`config.mk`:
```
export PLATFORM = sky130hd
export DESIGN_NAME = alu_arbiter
export DESIGN_NICKNAME = d
export VERILOG_FILES = /design/src/rtl/alu_arbiter.sv
export SDC_FILE = /design/constraint.sdc
export NUM_CORES = 1
export LEC_CHECK = 0
export BUFFER_PORTS_ARGS = -buffer_cell sky130_fd_sc_hd__buf_2
export CORE_MARGIN = 2
export CORE_UTILIZATION = 40
export DETAILED_ROUTE_END_ITERATION = 10
export GPL_ROUTABILITY_DRIVEN = 0
export PLACE_DENSITY = 0.74
export SYNTH_ARGS = -nofsm -noshare
export SYNTH_HDL_FRONTEND = slang
export SYNTH_SLANG_ARGS = --single-unit
```
`constraint.sdc`:
```
create_clock -name clk -period 3.37 [get_ports clk]
set_input_delay 0.337 -clock clk [delete_from_list [all_inputs] [get_ports clk]]
set_output_delay 0.337 -clock clk [all_outputs]
set_load 0.01 [all_outputs]
```
`src/rtl/alu_arbiter.sv`:
```
// alu_arbiter: round-robin sharing of one external combinational ALU between two requesters
module alu_arbiter #(
    parameter int WIDTH = 32,
    parameter bit FAIR  = 1'b1
) (
    input  logic             clk,
    input  logic             reset_n,
    input  logic             Req0,
    input  logic             Req1,
    input  logic [2:0]       Op0,
    input  logic [2:0]       Op1,
    input  logic [WIDTH-1:0] A0,
    input  logic [WIDTH-1:0] B0,
    input  logic [WIDTH-1:0] A1,
    input  logic [WIDTH-1:0] B1,
    output logic [1:0]       Grant,
    output logic [1:0]       Done,
    output logic [WIDTH-1:0] Result,
    output logic             Zero_Flag,
    output logic             Err,
    output logic             Busy,
    output logic [2:0]       ALUControl,
    output logic [WIDTH-1:0] ALU_A,
    output logic [WIDTH-1:0] ALU_B,
    input  logic [WIDTH-1:0] ALU_Result,
    input  logic             ALU_Zero
);
    typedef enum logic [1:0] {IDLE, EXEC, DONE} state_t;

    state_t           state, state_nx;
    logic             last_grant, last_grant_nx;
    logic             err_op, err_op_nx;
    logic [1:0]       grant_nx, done_nx;
    logic [WIDTH-1:0] result_nx, a_nx, b_nx;
    logic             zero_nx, err_nx;
    logic [2:0]       ctl_nx;
    logic             win, win_ok;
    logic [2:0]       win_op;

    // last_grant doubles as the identity of the op in flight
    assign win    = (Req0 & Req1) ? (FAIR ? ~last_grant : 1'b0) : Req1;
    assign win_op = win ? Op1 : Op0;
    assign win_ok = (win_op == 3'd0) || (win_op == 3'd1) || (win_op == 3'd2) ||
                    (win_op == 3'd6) || (win_op == 3'd7);

    always_comb begin
        state_nx      = state;
        last_grant_nx = last_grant;
        err_op_nx     = err_op;
        grant_nx      = 2'b00;
        done_nx       = 2'b00;
        result_nx     = Result;
        zero_nx       = Zero_Flag;
        err_nx        = 1'b0;
        ctl_nx        = ALUControl;
        a_nx          = ALU_A;
        b_nx          = ALU_B;
        case (state)
            IDLE: begin
                ctl_nx = 3'd0;
                a_nx   = '0;
                b_nx   = '0;
                if (Req0 | Req1) begin
                    state_nx      = EXEC;
                    last_grant_nx = win;
                    err_op_nx     = ~win_ok;
                    grant_nx      = win ? 2'b10 : 2'b01;
                    ctl_nx        = win_ok ? win_op : 3'd0;
                    a_nx          = win ? A1 : A0;
                    b_nx          = win ? B1 : B0;
                end
            end
            EXEC: begin
                state_nx  = DONE;
                result_nx = err_op ? '0 : ALU_Result;
                zero_nx   = err_op | ALU_Zero;
                done_nx   = last_grant ? 2'b10 : 2'b01;
                err_nx    = err_op;
            end
            DONE: begin
                state_nx = IDLE;
                ctl_nx   = 3'd0;
                a_nx     = '0;
                b_nx     = '0;
            end
            default: state_nx = IDLE;
        endcase
    end

    always_ff @(posedge clk or negedge reset_n) begin
        if (!reset_n) begin
            state      <= IDLE;
            last_grant <= 1'b1;
            err_op     <= 1'b0;
            Grant      <= 2'b00;
            Done       <= 2'b00;
            Result     <= '0;
            Zero_Flag  <= 1'b0;
            Err        <= 1'b0;
            Busy       <= 1'b0;
            ALUControl <= 3'd0;
            ALU_A      <= '0;
            ALU_B      <= '0;
        end else begin
            state      <= state_nx;
            last_grant <= last_grant_nx;
            err_op     <= err_op_nx;
            Grant      <= grant_nx;
            Done       <= done_nx;
            Result     <= result_nx;
            Zero_Flag  <= zero_nx;
            Err        <= err_nx;
            Busy       <= (state_nx != IDLE);
            ALUControl <= ctl_nx;
            ALU_A      <= a_nx;
            ALU_B      <= b_nx;
        end
    end
endmodule

```
==> flow_metrics.py, run 1 <==
metrics = {
    "outcome": {
        "status": "finished clean",
    },
    "route": {
        "drc": 0,
        "vias": 4330,
        "wl_um": 13340,
        "wl_per_cell_um": 15.09,
        "drt_first_pass_iters": 4,
        "vias_per_cell": 4.898,
        "drtIter0Drc": 256,
        "ant_nets": 0,
    },
    "power": {
        "cellPowerDensity_nw_per_um2": 866.4,
        "seqPwrFrac_pct": 40.9,
        "internal_power_mw": 3.494,
        "p_sw_mw": 2.212,
        "switching_share_pct": 38.76,
        "p_clk_share_pct": 20.2,
        "power_leakage_nw": 3.529,
        "vdd_drop_max_mv": 0.3835,
        "power_frac_comb_pct": 38.9,
    },
    "synthesis": {
        "yosysTopAreaCell": "dfrtp_1",
        "synth_compound_area_share_pct": 12.00,
        "yosysWarnings": 0,
        "synth_top_family_by_area": "multiplexers",
        "synth_adder_area_share_pct": 0,
        "synth_cell_types": 30,
        "syn_area_per_cell_um2": 10.23,
        "netlist.area_leader.share_pct": 56.37,
        "synth-seq-cells": 110,
        "synth_xor_xnor_area_share_pct": 0.1810,
        "synth_simple_gate_area_share_pct": 12.70,
        "synth_area_leaders": "dfrtp_1 56%, mux2i_1 13%, nand2_1 11%",
        "synthMuxAreaShare_pct": 13.24,
        "syn-num-nets": 644,
        "synth.cell_area_um2": 4838,
        "ys_seq_area_share_pct": 56.92,
        "syn_inst": 473,
    },
    "cells_and_area": {
        "layout_commonest_cell": "buf_2",
        "fin_cells": 884,
        "n_antenna_cell": 0,
        "area.sequential_um2": 2755,
        "drive_above_1_share_pct": 41.79,
        "fillers": 1110,
        "syn_to_final_growth_pct": 36.13,
        "final_cell_mix": "275 x buf_2, 136 x nand2_1, 108 x dfrtp_1",
        "fin_nets": 903,
        "multi_input_area_um2": 1866,
    },
    "clocking": {
        "cts-root-buf": "clkbuf_16",
        "cts_buffers": 9,
        "path_clk_slew_ns": 0.07,
        "cts_tree": "done",
        "cts_buffer_depth": 2,
        "htree_levels": 3,
        "clkLatencyLatePin_ns": 0.34,
        "cts.sinks": 110,
        "postCtsSetupBuffers": 0,
        "cts_resized": 0,
        "cts_hold_buf": 0,
    },
    "sta": {
        "fmax_mhz": 485.9,
        "slew_viol_final": 0,
        "final.min_clock_period_ns": 2.058,
        "max_slew_margin_pct": 25.64,
        "min_period_over_period_pct": 61.07,
        "rsz0062_at_grt": "no",
        "hold_violations": 0,
        "finClkSkew_ns": 0.008196,
        "setup_tns_ns": 0,
        "setup_violations": 0,
        "worstMarginPinSlew_ns": 1.115,
    },
    "floorplanning": {
        "ios": 277,
        "core_um2": 11910,
        "start_util_pct": 40.62,
        "die_h_um": 114.0,
        "fp.dieW_um": 114.0,
        "die_area_um2": 12990,
        "rows": 40,
    },
    "global_route": {
        "grt_pass1_wl_um": 20660,
        "grt_start_max_net_pins": 70,
        "grt_usage_pct": 19.90,
        "grt_antenna_before_repair": 0,
        "gr-total-overflow": 0,
        "grt_pass1_vias": 4271,
    },
    "setup_path": {
        "worstSetupPathType": "register to register",
        "cp-endpoint": "Result[21]$_DFFE_PN0P_",
        "reg2regPathDepth": 3,
        "required_ns": 3.52,
        "cp.arrival_ns": 2.21,
        "crit_path_max_fanout": 69,
        "r2r-end": "Result[21]$_DFFE_PN0P_",
        "setup.worst_path.start": "state[0]$_DFF_PN0_",
        "crit_path_start_kind": "register",
        "cp-end-kind": "register",
        "r2r_slack_ns": 1.31,
        "r2r_start": "state[0]$_DFF_PN0_",
    },
    "min_path": {
        "hold_path_class": "input port to async pin",
    },
    "placed_design": {
        "post-dp-hpwl_um": 9965,
        "port_buffers": 276,
        "placed_cells_incl_taps": 868,
    },
    "flow_run": {
        "drv_cap": 0,
    },
}
==> critical path: stages (launching register included) <==
cell and delay, ns:
dfrtp_2 0.73, nand2b_2 0.74, nand2_1 0.25, o21ai_0 0.13
==> synthesized netlist by cell type <==
cell type	number
o21ai_0	82
xnor2_1	1
nand3b_1	1
buf_12	3
o2111ai_1	1
buf_2	10
a31oi_1	1
mux2i_1	64
and2_1	3
o211ai_1	1
nand2_1	136
nor2_1	3
a21oi_1	2
nand3_2	1
dfrtp_1	109
a21boi_2	1
clkbuf_2	2
o221ai_2	2
buf_4	4
nand4_1	1
nor2b_1	1
nand3_1	1
dfstp_2	1
clkbuf_1	13
o21ai_1	17
buf_6	2
nor2_8	1
nand2b_1	3
inv_1	5
o221a_2	1
==> worst min-delay path by stage <==
stage	depth (start not counted)	end	start	slack [ns]
after CTS	1	ALU_B[6]$_DFFE_PN0P_	reset_n	0.06
after global routing	1	ALU_B[2]$_DFFE_PN0P_	reset_n	0.10
after global placement	1	ALU_B[5]$_DFFE_PN0P_	reset_n	0.43
final	1	ALU_B[6]$_DFFE_PN0P_	reset_n	0.04
after floorplan	0	ALUControl[0]$_DFFE_PN0P_	reset_n	0.04
after detailed placement	1	ALU_B[6]$_DFFE_PN0P_	reset_n	0.43
==> per-stage QoR <==
stage | utilization (%) | hold slack, ns | total power [mW] | worst slack, ns | area, um2
after floorplan | - | 0.04141 | 3.610 | 2.019 | 4838
after global placement | 52.49 | 0.4280 | 4.518 | 1.310 | 6252
after detailed placement | 52.49 | 0.4319 | 4.600 | 1.212 | 6252
after CTS | 55.29 | 0.06345 | 5.775 | 1.308 | 6586
after global routing | 55.29 | 0.1031 | 6.129 | 1.043 | 6586
final | 55.29 | 0.03791 | 5.706 | 1.312 | 6586
==> registers in the layout, summed over array words and instances, names as in the netlist <==
name / flops
ALU_A: 32
ALU_B: 32
Result: 32
ALUControl: 3
Done: 2
Grant: 2
state: 2
Busy: 1
Err: 1
Zero_Flag: 1
err_op: 1
last_grant: 1
==> final cells by class <==
cell class / instances / area share [%]
Clock inverter: 5 / 1.235
Timing Repair Buffer: 282 / 21.69
Sequential cell: 110 / 41.83
Multi-Input combinational cell: 324 / 28.32
Inverter: 5 / 0.2850
Clock buffer: 11 / 3.837
Tap cell: 147 / 2.793
==> layer usage <==
layer,global-route usage (%),vias to the layer above,share of wire (%)
met4,5.935,0,1.1
met3,3.985,12,7.2
met1,25.78,2036,44
met2,33.89,176,48
li1,-,2106,-
met5,0,-,0
==> power groups by stage <==
stage	clock, mW	combinational [mW]	sequential [mW]
2_1_floorplan	0	1.07	2.54
4_1_cts	1.19	2.25	2.33
3_5_place_dp	0	2.26	2.34
3_3_place_gp	0	2.19	2.33
6_report	1.15	2.22	2.33
5_1_grt	1.24	2.48	2.41
==> cell families after synthesis <==
family                 after synthesis
multiplexers                        64
AND/OR/NAND/NOR                    151
AO/OA/AOI/OAI                      108
flip-flops                         110
buffers and inverters               39
XOR/XNOR                             1
(Power assumes the default switching activity.)
==> run 2, diff against run 1 <==
==> constraint.sdc (replaced) <==
create_clock -name clk -period 2.1 [get_ports clk]
set_input_delay 0.21 -clock clk [delete_from_list [all_inputs] [get_ports clk]]
set_output_delay 0.21 -clock clk [all_outputs]
set_load 0.01 [all_outputs]
==> run 2 against run 1 <==
Effect of this change: maximum frequency grew 38%; cell count grew 0.68%; total power grew 60%; via count grew 0.21%; design area grew 0.63%; largest power group is now combinational logic; clock skew shrank 0.0030 ns; sequential cell count is the same.
==> flow_metrics.py, run 2 (synthesis gave the netlist of run 1 again) <==
metrics = {
    "sta": {
        "hold_violations": 0,
        "rsz0062_at_grt": "no",
        "setup_tns_ns": 0,
        "slew_viol_final": 0,
        "max_slew_margin_pct": 58.46,
        "min_period_over_period_pct": 70.84,
        "worstMarginPinSlew_ns": 0.6231,
        "fmax_mhz": 672.2,
        "setup_violations": 0,
        "finClkSkew_ns": 0.005187,
        "final.min_clock_period_ns": 1.488,
    },
    "global_route": {
        "gr-total-overflow": 0,
        "grt_pass1_wl_um": 21000,
        "grt_antenna_before_repair": 0,
        "grt_pass1_vias": 4315,
        "grt_start_max_net_pins": 70,
        "grt_usage_pct": 20.47,
    },
    "route": {
        "ant_nets": 0,
        "drc": 0,
        "vias": 4339,
        "wl_per_cell_um": 15.06,
        "drt_first_pass_iters": 4,
        "drtIter0Drc": 269,
        "vias_per_cell": 4.875,
        "wl_um": 13410,
    },
    "clocking": {
        "cts_resized": 0,
        "cts.sinks": 110,
        "cts-root-buf": "clkbuf_16",
        "cts_buffers": 9,
        "path_clk_slew_ns": 0.07,
        "cts_tree": "done",
        "clkLatencyLatePin_ns": 0.33,
        "cts_buffer_depth": 2,
        "htree_levels": 3,
    },
    "setup_path": {
        "reg2regPathDepth": 4,
        "crit_path_max_fanout": 28,
        "critPathMaxStageDelay_ns": 0.43,
        "path_buf_inv": 1,
        "critPathSlowestCell": "buf_4",
        "cp.arrival_ns": 1.69,
        "path_depth": 4,
        "cp-end-kind": "register",
        "crit_path_start_kind": "register",
        "path_cells": "a21boi_4, buf_4, mux2i_1, o21ai_0",
        "worstSetupPathType": "register to register",
        "crit_family": "buffers and inverters",
        "required_ns": 2.31,
    },
    "floorplanning": {
        "rows": 40,
        "core_um2": 11910,
        "ios": 277,
        "start_util_pct": 40.62,
        "fp.dieW_um": 114.0,
        "die_area_um2": 12990,
        "die_h_um": 114.0,
    },
    "power": {
        "power_frac_comb_pct": 40.7,
        "seqPwrFrac_pct": 40.5,
        "vdd_drop_max_mv": 0.6123,
        "internal_power_mw": 5.560,
        "cellPowerDensity_nw_per_um2": 1374,
        "switching_share_pct": 38.94,
        "p_sw_mw": 3.546,
        "p_clk_share_pct": 18.8,
        "power_leakage_nw": 3.552,
    },
    "cells_and_area": {
        "final_cell_mix": "275 x buf_2, 136 x nand2_1, 108 x dfrtp_1",
        "drive_above_1_share_pct": 41.86,
        "syn_to_final_growth_pct": 36.98,
        "largestRegisters": "ALU_A (32), ALU_B (32), Result (32)",
        "utilization_pct": 55.64,
        "multi_input_area_um2": 1866,
        "n_antenna_cell": 0,
        "fin_nets": 909,
        "area.sequential_um2": 2755,
        "layout_commonest_cell": "buf_2",
        "fillers": 1102,
    },
    "min_path": {
        "worstHoldPathCells": 3,
        "hold_path_class": "input port to register",
    },
    "outcome": {
        "status": "finished clean",
    },
    "placed_design": {
        "post-dp-hpwl_um": 10190,
        "port_buffers": 276,
    },
    "flow_run": {
        "drv_cap": 0,
    },
}
-- run 2: cell types whose count changed in the layout (fill, tap and decap cells not counted), sizes merged --
cell	change
bufinv	-1
dlygate4sd3	+1
buf	+5
clkbuf	+2
clkinv	-1
-- run 2: worst paths after layout --
check | endpoint | startpoint | slack (ns)
min reg2reg | Zero_Flag$_DFFE_PN0P_ | Zero_Flag$_DFFE_PN0P_ | 0.46
max | ALU_B[30]$_DFFE_PN0P_ | last_grant$_DFFE_PN1P_ | 0.61
min | Zero_Flag$_DFFE_PN0P_ | ALU_Zero | 0.12
max reg2reg | ALU_B[30]$_DFFE_PN0P_ | last_grant$_DFFE_PN1P_ | 0.61
max in group asynchronous | ALU_B[14]$_DFFE_PN0P_ | reset_n | 0.90
min in group asynchronous | ALU_B[2]$_DFFE_PN0P_ | reset_n | 0.41
-- run 2: timing repair --
item | in CTS | in global routing
hold endpoints to repair | 41 | 0
hold buffers | 1 | 0
setup buffers | 0 | 0
-- run 2: worst reg2reg max path, delay by kind of cell, from the launching register on --
kind            cells  cell delay (ns)
buf+inv             1             0.43
mux                 1             0.28
compound gates      2             0.25
flops               1             0.40
-- run 2: metrics by stage --
step           cells  worst slack, ns  power, mW  instance area [um2]  hold WS (ns)
5_1_grt          890           0.4742      9.792                 6628        0.1308
6_report         890           0.6124      9.106                 6628        0.1154
2_1_floorplan    473           0.7492      5.794                 4838      -0.08559
4_1_cts          890           0.5956      9.220                 6628        0.1071
3_3_place_gp     873           0.6690      7.313                 6315        0.2409
3_5_place_dp     873           0.5745      7.481                 6315        0.2567
-- run 2: cell type report --
cell class / count / area share, %
tap: 147 / 2.775
clock buffer: 13 / 3.927
timing repair buffer: 288 / 22.65
multi-input combinational: 324 / 28.15
sequential: 110 / 41.57
clock inverter: 3 / 0.6419
inverter: 5 / 0.2832
-- run 2: power groups by stage --
stage          clock network (mW)  registers, mW  logic (mW)
6_report                     1.72           3.69        3.70
3_3_place_gp                    0           3.67        3.65
3_5_place_dp                    0           3.71        3.77
2_1_floorplan                   0           4.08        1.71
5_1_grt                      1.85           3.81        4.13
4_1_cts                      1.76           3.69        3.77
-- run 2: metal layers --
layer / GRT usage [%] / wire [um]
met4: 7.642 / 256
met5: 0 / 0
met2: 35.52 / 6601
met3: 4.145 / 893
met1: 25.24 / 5655
==> run 3, diff against run 2 <==
==> constraint.sdc (replaced) <==
create_clock -name clk -period 1.4 [get_ports clk]
set_input_delay 0.14 -clock clk [delete_from_list [all_inputs] [get_ports clk]]
set_output_delay 0.14 -clock clk [all_outputs]
set_load 0.01 [all_outputs]
==> run 3 against run 2 <==
Effect of this change: the flow now finishes with violations (negative setup slack); via count is 0.30% higher; wire length is 1.2% lower; sequential power up 49%; global-route usage decreased by 1.5 points; maximum frequency rose by 6.2%; cell count up 0.79%; sequential share of layout area down 1.4 points; design area grew 3.4%; clock power rose by 65%; critical endpoint is now ALU_B[13]$_DFFE_PN0P_; core utilization grew 1.9 points; register-to-register slack got worse by 0.61 ns.
==> flow_metrics.py, run 3 (synthesis gave the netlist of run 1 again) <==
metrics = {
    "setup_path": {
        "crit_path_start_kind": "register",
        "path_buf_inv": 2,
        "worstSetupPathType": "register to register",
        "path_cells": "a21boi_4, buf_4, clkbuf_16, mux2i_1, o21ai_0",
        "critPathMaxStageDelay_ns": 0.59,
        "r2r_start": "last_grant$_DFFE_PN1P_",
        "required_ns": 1.61,
        "reg2regPathDepth": 5,
        "r2r-end": "ALU_B[13]$_DFFE_PN0P_",
        "critPathSlowestCell": "dfstp_2",
        "cp.arrival_ns": 1.61,
        "cp-end-kind": "register",
        "crit_path_max_fanout": 12,
        "crit_family": "flip-flops",
        "r2r_slack_ns": -0.0009,
    },
    "route": {
        "vias_per_cell": 4.852,
        "drt_first_pass_iters": 4,
        "vias": 4352,
        "drtIter0Drc": 233,
        "ant_nets": 0,
        "wl_um": 13240,
        "drc": 0,
        "wl_per_cell_um": 14.76,
    },
    "floorplanning": {
        "core_um2": 11910,
        "die_h_um": 114.0,
        "ios": 277,
        "fp.dieW_um": 114.0,
        "rows": 40,
        "start_util_pct": 40.62,
        "die_area_um2": 12990,
    },
    "cells_and_area": {
        "final_cell_mix": "275 x buf_2, 136 x nand2_1, 108 x dfrtp_1",
        "drive_above_1_share_pct": 42.93,
        "utilization_pct": 57.55,
        "n_antenna_cell": 0,
        "layout_commonest_cell": "buf_2",
        "syn_to_final_growth_pct": 41.69,
        "fin_nets": 916,
        "largestRegisters": "ALU_A (32), ALU_B (32), Result (32)",
        "fin_cells": 897,
    },
    "clocking": {
        "cts.sinks": 110,
        "cts_tree": "done",
        "path_clk_slew_ns": 0.07,
        "cts-root-buf": "clkbuf_16",
        "cts_buffers": 9,
        "cts_buffer_depth": 2,
        "htree_levels": 3,
        "clkLatencyLatePin_ns": 0.34,
    },
    "global_route": {
        "grt_antenna_before_repair": 0,
        "grt_usage_pct": 18.98,
        "grt_start_max_net_pins": 68,
        "globalRouteMet1Util_pct": 23.84,
        "grt_pass1_wl_um": 19740,
        "grtUsageMet3_pct": 4.251,
        "grt_pass1_vias": 4039,
        "gr-total-overflow": 0,
        "top_usage_layer": "met2",
        "grt_util_met2_pct": 32.42,
    },
    "placed_design": {
        "post-dp-hpwl_um": 9584,
        "placed_cells_incl_taps": 875,
        "port_buffers": 276,
    },
    "sta": {
        "setup_tns_ns": -0.0008811,
        "slew_viol_final": 0,
        "setup_violations": 1,
        "hold_ws_ns": 0.05722,
        "layout_setup_ws_ns": -0.0008811,
        "fmax_mhz": 713.8,
        "rsz0062_at_grt": "yes",
        "final.min_clock_period_ns": 1.401,
        "max_slew_margin_pct": 62.17,
        "worstMarginPinSlew_ns": 0.5675,
        "min_period_over_period_pct": 100.1,
        "hold_violations": 0,
        "finClkSkew_ns": 0.008718,
    },
    "power": {
        "power_leakage_nw": 3.655,
        "cellPowerDensity_nw_per_um2": 2089,
        "vdd_drop_max_mv": 0.8320,
    },
    "outcome": {
        "status": "finished, violations left",
        "violations": "negative setup slack",
    },
    "min_path": {
        "hold_start": "ALU_Result[20]",
        "worstHoldPathCells": 3,
        "hold_path_end": "Result[20]$_DFFE_PN0P_",
        "hold_path_class": "input port to register",
    },
    "flow_run": {
        "drv_cap": 0,
    },
}
-- run 3: routing by layer --
metal	routed length [um]	share of wire, %	vias to the layer above
met1	5596	42	2016
met3	999	7.5	20
met4	233	1.8	0
met2	6412	48	186
met5	0	0	-
li1	-	-	2130
-- run 3: through the flow --
step | total power [mW] | setup slack (ns) | cell area [um2]
floorplan | 8.691 | 0.04921 | 4838
global placement | 11.13 | 0.08706 | 6392
detailed placement | 11.33 | 0.009721 | 6392
CTS | 14.20 | -0.0001497 | 6745
global route | 15.32 | -0.04815 | 6855
finish | 14.32 | -0.0008811 | 6855
-- run 3: power breakdown --
group | internal [mW] | switching, mW
clock | 1.72 | 1.11
combinational | 2.52 | 3.48
sequential | 4.66 | 0.816
total | 8.91 | 5.41
-- run 3: worst min-delay path: cells and delay by family --
family | cells | cell delay (ns)
AND/OR/NAND/NOR | 1 | 0.05
AO/OA/AOI/OAI | 1 | 0.06
buffers and inverters | 1 | 0.10
-- run 3: worst max path at each step --
stage | to | cells past startpoint | slack [ns] | from
floorplan | err_op$_DFFE_PN0P_ | 6 | 0.05 | last_grant$_DFFE_PN1P_
global placement | ALU_A[6]$_DFFE_PN0P_ | 4 | 0.09 | last_grant$_DFFE_PN1P_
detailed placement | ALU_A[4]$_DFFE_PN0P_ | 4 | 0.01 | last_grant$_DFFE_PN1P_
CTS | ALU_A[4]$_DFFE_PN0P_ | 4 | -0.0001 | last_grant$_DFFE_PN1P_
global route | ALU_B[13]$_DFFE_PN0P_ | 5 | -0.05 | last_grant$_DFFE_PN1P_
finish | ALU_B[13]$_DFFE_PN0P_ | 5 | -0.0009 | last_grant$_DFFE_PN1P_
-- run 3: area by class of cell --
cell class	count	area [um2]
Timing Repair Buffer	295	1677
Clock inverter	4	76.32
Clock buffer	12	266.5
Multi-Input combinational cell	324	1878
Inverter	5	18.77
Fill cell	1037	5056
Sequential cell	110	2755
Tap cell	147	183.9
-- run 3: repair_timing --
item	in CTS	in global routing
gates resized for setup	0	24
gates cloned	0	3
endpoints found under the setup margin	1	25
pin swaps	0	1
buffers inserted	0	2
hold buffers	1	0
endpoints found under the hold margin	109	0
